$ cat src/rtl/sram_a_tile_reader_if.sv
// Byte stream from the A-tile reader to the systolic-array A-feeder.
interface sram_a_tile_reader_if #(
  parameter int unsigned DATA_W = 8
) ();
  logic              valid;
  logic              ready;
  logic [DATA_W-1:0] data;
  logic              last_col;
  logic              last;

  modport master (output valid, output data, output last_col, output last, input ready);
  modport slave  (input valid, input data, input last_col, input last, output ready);
endinterface

$ cat src/rtl/sram_a_tile_reader.sv
// Walks a rectangular tile of the A-operand SRAM row-major and streams the bytes out,
// hiding the 1-cycle SRAM read latency behind a small skid FIFO.
module sram_a_tile_reader #(
  parameter int unsigned ADDR_W     = 10,
  parameter int unsigned DATA_W     = 8,
  parameter int unsigned DIM_W      = 6,
  parameter int unsigned SKID_DEPTH = 2
) (
  input  logic                   clk,
  input  logic                   rst,
  input  logic                   start,
  input  logic [ADDR_W-1:0]      base_addr,
  input  logic [DIM_W-1:0]       rows,
  input  logic [DIM_W-1:0]       cols,
  input  logic [ADDR_W-1:0]      row_stride,
  output logic                   busy,
  output logic                   done,
  output logic                   sram_ce,
  output logic                   sram_we,
  output logic [ADDR_W-1:0]      sram_addr,
  output logic [DATA_W-1:0]      sram_din,
  input  logic [DATA_W-1:0]      sram_dout,
  sram_a_tile_reader_if.master   m
);

  localparam int unsigned PTR_W = (SKID_DEPTH > 1) ? $clog2(SKID_DEPTH) : 1;
  localparam int unsigned CNT_W = $clog2(SKID_DEPTH + 1);
  localparam int unsigned OCC_W = CNT_W + 1;

  typedef enum logic [1:0] {S_IDLE, S_RUN, S_DRAIN, S_DONE} state_t;

  state_t              state, state_nxt;
  logic [ADDR_W-1:0]   row_base, stride_q;
  logic [DIM_W-1:0]    col, row, rows_q, cols_q;
  logic                infl_q, infl_last_col_q, infl_last_q;
  logic [DATA_W-1:0]   fifo_data [SKID_DEPTH];
  logic                fifo_lc   [SKID_DEPTH];
  logic                fifo_l    [SKID_DEPTH];
  logic [PTR_W-1:0]    wr_ptr, rd_ptr;
  logic [CNT_W-1:0]    fifo_count;
  logic                push, pop, load, room, last_col_c, last_row_c;

  function automatic logic [PTR_W-1:0] ptr_inc(input logic [PTR_W-1:0] p);
    return (p == PTR_W'(SKID_DEPTH - 1)) ? '0 : p + PTR_W'(1);
  endfunction

  assign sram_we    = 1'b0;
  assign sram_din   = '0;
  assign sram_addr  = row_base + ADDR_W'(col);
  assign busy       = (state != S_IDLE);
  assign done       = (state == S_DONE);
  assign load       = (state == S_IDLE) && start;
  assign push       = infl_q;
  assign pop        = m.valid && m.ready;
  assign last_col_c = (col == cols_q - DIM_W'(1));
  assign last_row_c = (row == rows_q - DIM_W'(1));
  // Issue only if everything already owed to the FIFO still leaves a free slot after this cycle's pop.
  assign room       = (OCC_W'(fifo_count) + OCC_W'(infl_q)) < (OCC_W'(SKID_DEPTH) + OCC_W'(pop));

  assign m.valid    = (fifo_count != '0);
  assign m.data     = fifo_data[rd_ptr];
  assign m.last_col = m.valid && fifo_lc[rd_ptr];
  assign m.last     = m.valid && fifo_l[rd_ptr];

  // State register.
  always_ff @(posedge clk) begin
    if (rst) state <= S_IDLE;
    else     state <= state_nxt;
  end

  // Next-state and read-issue decode.
  always_comb begin
    state_nxt = state;
    sram_ce   = 1'b0;
    unique case (state)
      S_IDLE: begin
        if (start) state_nxt = (rows != '0 && cols != '0) ? S_RUN : S_DONE;
      end
      S_RUN: begin
        sram_ce = room;
        if (room && last_col_c && last_row_c) state_nxt = S_DRAIN;
      end
      S_DRAIN: begin
        if (pop && m.last) state_nxt = S_DONE;
      end
      S_DONE:  state_nxt = S_IDLE;
      default: state_nxt = S_IDLE;
    endcase
  end

  // Tile parameters and row/column walk.
  always_ff @(posedge clk) begin
    if (rst) begin
      row_base <= '0;
      stride_q <= '0;
      col      <= '0;
      row      <= '0;
      rows_q   <= '0;
      cols_q   <= '0;
    end else if (load) begin
      row_base <= base_addr;
      stride_q <= row_stride;
      col      <= '0;
      row      <= '0;
      rows_q   <= rows;
      cols_q   <= cols;
    end else if (sram_ce) begin
      if (last_col_c) begin
        col      <= '0;
        row      <= row + DIM_W'(1);
        row_base <= row_base + stride_q;
      end else begin
        col <= col + DIM_W'(1);
      end
    end
  end

  // Sidebands travel alongside the outstanding SRAM read.
  always_ff @(posedge clk) begin
    if (rst) begin
      infl_q          <= 1'b0;
      infl_last_col_q <= 1'b0;
      infl_last_q     <= 1'b0;
    end else begin
      infl_q          <= sram_ce;
      infl_last_col_q <= last_col_c;
      infl_last_q     <= last_col_c && last_row_c;
    end
  end

  // Skid FIFO pointers and occupancy.
  always_ff @(posedge clk) begin
    if (rst) begin
      wr_ptr     <= '0;
      rd_ptr     <= '0;
      fifo_count <= '0;
    end else begin
      if (push) wr_ptr <= ptr_inc(wr_ptr);
      if (pop)  rd_ptr <= ptr_inc(rd_ptr);
      if (push && !pop)      fifo_count <= fifo_count + CNT_W'(1);
      else if (!push && pop) fifo_count <= fifo_count - CNT_W'(1);
    end
  end

  // Skid FIFO storage; contents are don't-care while the slot is empty.
  always_ff @(posedge clk) begin
    if (push) begin
      fifo_data[wr_ptr] <= sram_dout;
      fifo_lc[wr_ptr]   <= infl_last_col_q;
      fifo_l[wr_ptr]    <= infl_last_q;
    end
  end

  // The issue rule guarantees a free slot for every returning read.
  a_no_overflow: assert property (@(posedge clk) disable iff (rst)
    !(push && !pop && fifo_count == CNT_W'(SKID_DEPTH)));

endmodule

$ cat src/flat_wrapper.sv
// flat-port wrapper written by rule: the top's interface ports become plain ports
module sram_a_tile_reader_flat 
#(
  parameter int unsigned ADDR_W     = 10,
  parameter int unsigned DATA_W     = 8,
  parameter int unsigned DIM_W      = 6,
  parameter int unsigned SKID_DEPTH = 2
)
  (clk, rst, start, base_addr, rows, cols, row_stride, busy, done, sram_ce, sram_we, sram_addr, sram_din, sram_dout, m_valid, m_data, m_last_col, m_last, m_ready);
  sram_a_tile_reader_if #(.DATA_W(DATA_W)) m_i ();
  input  logic clk;
  input  logic rst;
  input  logic start;
  input  logic [ADDR_W-1:0] base_addr;
  input  logic [DIM_W-1:0] rows;
  input  logic [DIM_W-1:0] cols;
  input  logic [ADDR_W-1:0] row_stride;
  output logic busy;
  output logic done;
  output logic sram_ce;
  output logic sram_we;
  output logic [ADDR_W-1:0] sram_addr;
  output logic [DATA_W-1:0] sram_din;
  input  logic [DATA_W-1:0] sram_dout;
  output wire logic [$bits(m_i.valid)-1:0] m_valid;
  output wire logic [$bits(m_i.data)-1:0] m_data;
  output wire logic [$bits(m_i.last_col)-1:0] m_last_col;
  output wire logic [$bits(m_i.last)-1:0] m_last;
  input wire logic [$bits(m_i.ready)-1:0] m_ready;
  assign m_valid = m_i.valid;
  assign m_data = m_i.data;
  assign m_last_col = m_i.last_col;
  assign m_last = m_i.last;
  assign m_i.ready = m_ready;
  sram_a_tile_reader #(.ADDR_W(ADDR_W), .DATA_W(DATA_W), .DIM_W(DIM_W), .SKID_DEPTH(SKID_DEPTH)) u_core (.clk(clk), .rst(rst), .start(start), .base_addr(base_addr), .rows(rows), .cols(cols), .row_stride(row_stride), .busy(busy), .done(done), .sram_ce(sram_ce), .sram_we(sram_we), .sram_addr(sram_addr), .sram_din(sram_din), .sram_dout(sram_dout), .m(m_i));
endmodule
$ cat config.mk
export PLATFORM = sky130hd
export DESIGN_NAME = sram_a_tile_reader_flat
export DESIGN_NICKNAME = d
export VERILOG_FILES = /design/src/rtl/sram_a_tile_reader_if.sv /design/src/rtl/sram_a_tile_reader.sv /design/src/flat_wrapper.sv
export SDC_FILE = /design/constraint.sdc
export NUM_CORES = 1
export LEC_CHECK = 0
export CAP_MARGIN = 10
export CORE_ASPECT_RATIO = 1.2
export CORE_UTILIZATION = 30
export DETAILED_ROUTE_END_ITERATION = 16
export PLACE_DENSITY = 0.59
export SLEW_MARGIN = 20
export SYNTH_ARGS = -nofsm -noshare
export SYNTH_HDL_FRONTEND = slang
export SYNTH_SLANG_ARGS = --single-unit
$ cat constraint.sdc
create_clock -name clk -period 6.15 [get_ports clk]
set_clock_uncertainty 0.1 [all_clocks]
set_input_delay 0.615 -clock clk [delete_from_list [all_inputs] [get_ports clk]]
set_output_delay 0.615 -clock clk [all_outputs]
set_load 0.02 [all_outputs]
# [Word level (Yosys, flattened, before mapping)]
# Memories as Yosys holds them, arrays and structs flattened. A register that Yosys moved wholly into a read port is not among the register bits.
# Index checks and enable logic that the tools add are counted.
# Widths: inputs -> output; s select.
[word_totals] output_inout_bits=33 latch_bits=0 reg_bits=53 word_cells=84 mem_count=3 ram_bits=20 in_bits=44 romBits=0
[classes] reduce_logical=25 n_eq_ne=8 magnitude_cmp=1 shift=0 addsub=12 n_mux=22 n_bitwise=0 multipliers=0 div_mod_pow=0
[mem_list] name="u_core.fifo_data" words=2 width=8 rd=1 rd_ports_with_merged_regs=1 write_ports=1 line="sram_a_tile_reader.sv:36" text="logic [DATA_W-1:0] fifo_data [SKID_DEPTH];"
[mem_list] name="u_core.fifo_l" words=2 width=1 rd=1 rd_ports_with_merged_regs=1 write_ports=1 line="sram_a_tile_reader.sv:38" text="logic fifo_l [SKID_DEPTH];"
[mem_list] name="u_core.fifo_lc" words=2 width=1 rd=1 rd_ports_with_merged_regs=1 write_ports=1 line="sram_a_tile_reader.sv:37" text="logic fifo_lc [SKID_DEPTH];"
[op_table] op="$mux 10" count=3
[op_table] op="$add 6x1->6 const B" count=2
[op_table] op="$eq 6x6->1" count=2
[op_table] op="$mux 2" count=6
[op_table] op="$reduce_bool 6->1" count=2
[op_table] op="$sub 6x1->6 const B" count=2
[op_table] op="$logic_and 1x1->1" count=11
[op_table] op="$mux 1" count=11
[op_table] op="$add 10x10->10" count=1
[op_table] op="$add 10x6->10" count=1
[op_table] op="$reduce_bool 2->1" count=5
[op_table] op="$pmux 2 s4" count=1
[op_table] op="$mux 6" count=1
[op_table] op="$eq 2x2->1 const B" count=2
[op_table] op="$ne 2x1->1 const B" count=2
[op_table] op="$reduce_and 2->1" count=2
[op_table] op="$add 2x1->3" count=1
[op_table] op="$add 2x1->3 const A" count=1
[op_table] op="$lt 3x3->1" count=1
[op_table] op="$reduce_and 3->1" count=1
[op_table] op="$add 1x1->1 const B" count=2
[op_table] op="$add 2x1->2 const B" count=1
[op_table] op="$eq 2x1->1 const B" count=1
[op_table] op="$logic_not 1->1" count=2
[op_table] op="other kinds (4)" count=4

# [Depth between registers and ports, before layout]
[depth] depth_word=8 depth_mapped=11 mapped_depth_nobuf=9

# [Worst setup path after synthesis]
# Ideal clock, no wire load.
[synth_timing] path_type="register to output" start="register u_core.col[0]" end="output sram_addr[8]" setup_slack_ns=3.364 t_arrival_ns=2.071 n_path_buf=0 stages_incl_launch_ff=10 cell_sequence="dfxtp_1 -> ha_1 -> inv_1 -> fa_1 -> nor2b_1 -> o21ai_0 -> a21boi_0 -> o21ai_0 -> a21oi_1 -> xor2_1"
[synth_between] elab_chain_cells=1
[synth_rtl] item="from (decl)" line="sram_a_tile_reader.sv:34" text="logic [DIM_W-1:0] col, row, rows_q, cols_q;"
[synth_rtl] item="from (signal assigned)" line="sram_a_tile_reader.sv:113" text="col <= col + DIM_W'(1);"
[synth_rtl] item="$add 10x6->10" line="sram_a_tile_reader.sv:49" text="assign sram_addr = row_base + ADDR_W'(col);"
[synth_rtl] item="to (decl)" line="flat_wrapper.sv:22" text="output logic [ADDR_W-1:0] sram_addr;"
# Every way passes these cells.

# [Final worst setup path]
# Ends and elaborated chain as after synthesis.

==> metrics.yaml <==
route:
  vias: 3327
  drt_iter0_drc: 134
  drc: 0
  post_drt_wl_per_cell_um: 14.16
  postRouteAntennaNets: 0
  viasPerCell: 4.850
  drt_wl_total_um: 9716
  dr.pass1.iters: 5
clocking:
  h-tree-depth: 3
  postCtsResizedCells: 0
  cts.sinks: 74
  cts_buffers: 9
  cts_buffer_depth: 2
  clkTransAtPathRegs_ps: 60
  root_buffer: "clkbuf_16"
  cts_setup_buffers: 0
  clkLatencyLatePin_ps: 330
  cts_tree: "built"
  cts.hold.buffers_added: 0
timing:
  slew_headroom_pct: 35.77
  slew_viol_final: 0
  worst_pin_slew_ps: 961.4
  max_freq_mhz: 269.1
  period_needed_ps: 3716
  finalHoldViolations: 0
  rsz0062_at_grt: "no"
  setup_viol: 0
  setup_tns_ps: 0
  min_period_over_period_pct: 60.42
min_path:
  min_to: "u_core.fifo_l[1]"
  hp-class: "register to register"
  min_delay_path_depth: 0
  min_from: "u_core.infl_last_q"
synthesis:
  synth_top_area_cell: "dfxtp_1"
  post_synth_instance_area_mm2: 0.004118
  yosysSeqAreaShare_pct: 40.84
  post-synth-top-count-cell: "nand2_1"
  synth.top_cell.area_share_pct: 26.25
  synth-seq-cells: 74
  syn_inst: 450
  synth.top_cells.by_area: "dfxtp_1 (26%), edfxtp_1 (15%), ha_1 (8.2%), nand2_1 (5.4%), a21oi_1 (5.0%)"
  async_reset_ff_share_pct: 0
  synth_cell_types: 53
  syn_avg_cell_area_um2: 9.150
  ys.warnings.count: 0
  synthTopCellsByCount: "nand2_1 (59), dfxtp_1 (54), a21oi_1 (41), nor2_1 (31), ha_1 (27)"
  synthFlopType: "dfxtp_1"
  synth-edff-count: 20
global_routing:
  grt_max_degree: 40
  grtUsageMet3_pct: 2.697
  grt_pass1_vias: 3356
  grt_overflow: 0
  grt_use_total_pct: 14.57
  antenna_found_initial: 0
  busiest_layer: "met2"
  met1_usage_pct: 16.75
  grt_pass1_wl_um: 15810
  gr-usage-met2_pct: 25.90
worst_setup_path:
  cp.required_ps: 5430
  crit_type: "register to output port"
  timing.rr.start: "u_core.fifo_count[0]"
  critPathLaunchType: "register"
  cp_max_fo: 5
  reg2reg_depth: 9
  arrival_ps: 3000
  crit_start: "u_core.col[0]"
  rrSetupSlack_ps: 3340
  worstSetupEndpointType: "output port"
  rr_endpoint: "u_core.row[5]"
finish:
  drive_gt1_share_pct: 6.950
  area_growth_pct: 26.59
  layoutNonFillerInstCount: 686
  fillers: 1350
  nets: 586
  diodes: 0
floorplan:
  row_count: 46
  die_y_um: 130.3
  die_x_um: 109.0
  io_pins: 77
  die_area_mm2: 0.01420
  core_area_mm2: 0.01330
  initial_core_util_pct: 30.97
job:
  maxCapViolations: 0
placement:
  dp_cells: 670
  dp_hpwl_um: 7179
  gp_routability_congestion: 0.7769
  portBuffers: 67
run_status:
  run_status: "complete, no violations"
power:
  power.density_mw_per_mm2: 359.2
  ir_drop_v: 0.0001781
  p_leak_uw: 0.002038
[placed cells by master, fill, tap and decap left out, types with 3 or more instances in the layout]
master / count
a211oi_1: 8
a21o_1: 6
a21oi_1: 41
a31oi_1: 3
and3_1: 3
clkbuf_16: 9
clkdlybuf4s50_1: 67
conb_1: 9
dfxtp_1: 54
edfxtp_1: 20
ha_1: 27
inv_1: 18
mux2_2: 9
mux2i_1: 10
nand2_1: 59
nand2b_1: 3
nand3_1: 7
nand3b_1: 3
nand4_1: 3
nor2_1: 31
nor2b_1: 9
nor3_1: 5
o21ai_0: 21
o31ai_1: 4
or2_2: 3
or3_1: 4
xnor2_1: 18
xor2_1: 18
[layout make-up]
| type | count | area [um^2] | area share [%] |
|---|---|---|---|
| clock buffer | 10 | 229.0 | 4.393 |
| clock inverter | 6 | 67.56 | 1.296 |
| inverter | 18 | 67.56 | 1.296 |
| multi-input combinational | 341 | 2271 | 43.57 |
| sequential | 74 | 1682 | 32.26 |
| tap | 168 | 210.2 | 4.033 |
| timing repair buffer | 69 | 685.7 | 13.15 |
[cells by family after synthesis]
| family | Yosys count | share of synthesized area (%) |
|---|---|---|
| AND/OR/NAND/NOR | 147 | 17.78 |
| AO/OA/AOI/OAI | 101 | 14.80 |
| flip-flops | 74 | 40.84 |
| buffers and inverters | 43 | 4.770 |
| XOR/XNOR | 36 | 7.657 |
| adder cells (fa/ha/maj) | 29 | 9.176 |
| multiplexers | 19 | 4.892 |
| other | 1 | 0.09107 |
[worst max-delay path, cell delays in order (launching register included)]
cell	delay, ps
dfxtp_1	440
ha_1	200
inv_1	50
fa_1	390
nor2b_1	120
o21ai_0	100
a21boi_0	240
o21ai_0	150
a21oi_1	190
xor2_1	160
clkdlybuf4s50_1	620
[metrics by stage]
stage | hold WS, ps | utilization (%) | power [uW] | setup WS [ps] | instance area (um^2)
finish | 331.5 | 39.21 | 1873 | 2434 | 5213
global route | 345.2 | 39.21 | 2002 | 2196 | 5213
CTS | 332.3 | 39.20 | 1894 | 2422 | 5211
detailed placement | 317.8 | 36.97 | 1364 | 2752 | 4915
global placement | 311.6 | 36.97 | 1347 | 2803 | 4915
floorplan | 303.7 | - | 1130 | 3364 | 4148
[where the power goes]
part | total [uW] | internal (uW) | leakage (uW) | switching [uW]
registers | 655 | 577 | 0.000624 | 78.1
clock network | 522 | 316 | 0.000139 | 207
logic | 695 | 314 | 0.00128 | 381
total | 1870 | 1210 | 0.00204 | 666
[metal layers]
metal  share of wire, %  vias up
met1                 44     1546
met2                 49       76
met3                5.1       11
li1                   -     1694
met4                1.8        0
met5                  0        -
[sequential cells by signal, indices dropped and copies added (netlist names), named ones only]
signal	flops
u_core.col	6
u_core.cols_q	6
u_core.fifo_count	2
u_core.fifo_data	16
u_core.fifo_l	2
u_core.fifo_lc	2
u_core.infl_last_col_q	1
u_core.infl_last_q	1
u_core.infl_q	1
u_core.rd_ptr	1
u_core.row	6
u_core.row_base	10
u_core.rows_q	6
u_core.state	2
u_core.stride_q	10
u_core.wr_ptr	1
[worst max path at each step]
| stage | to | slack, ps |
|---|---|---|
| 2_1_floorplan | sram_addr[8] | 3360 |
| 3_3_place_gp | sram_ce | 2800 |
| 5_1_grt | sram_addr[8] | 2200 |
| 6_report | sram_addr[8] | 2430 |
| 3_5_place_dp | sram_ce | 2750 |
| 4_1_cts | sram_addr[8] | 2420 |
Note: power is estimated with default switching activity, not from simulation.
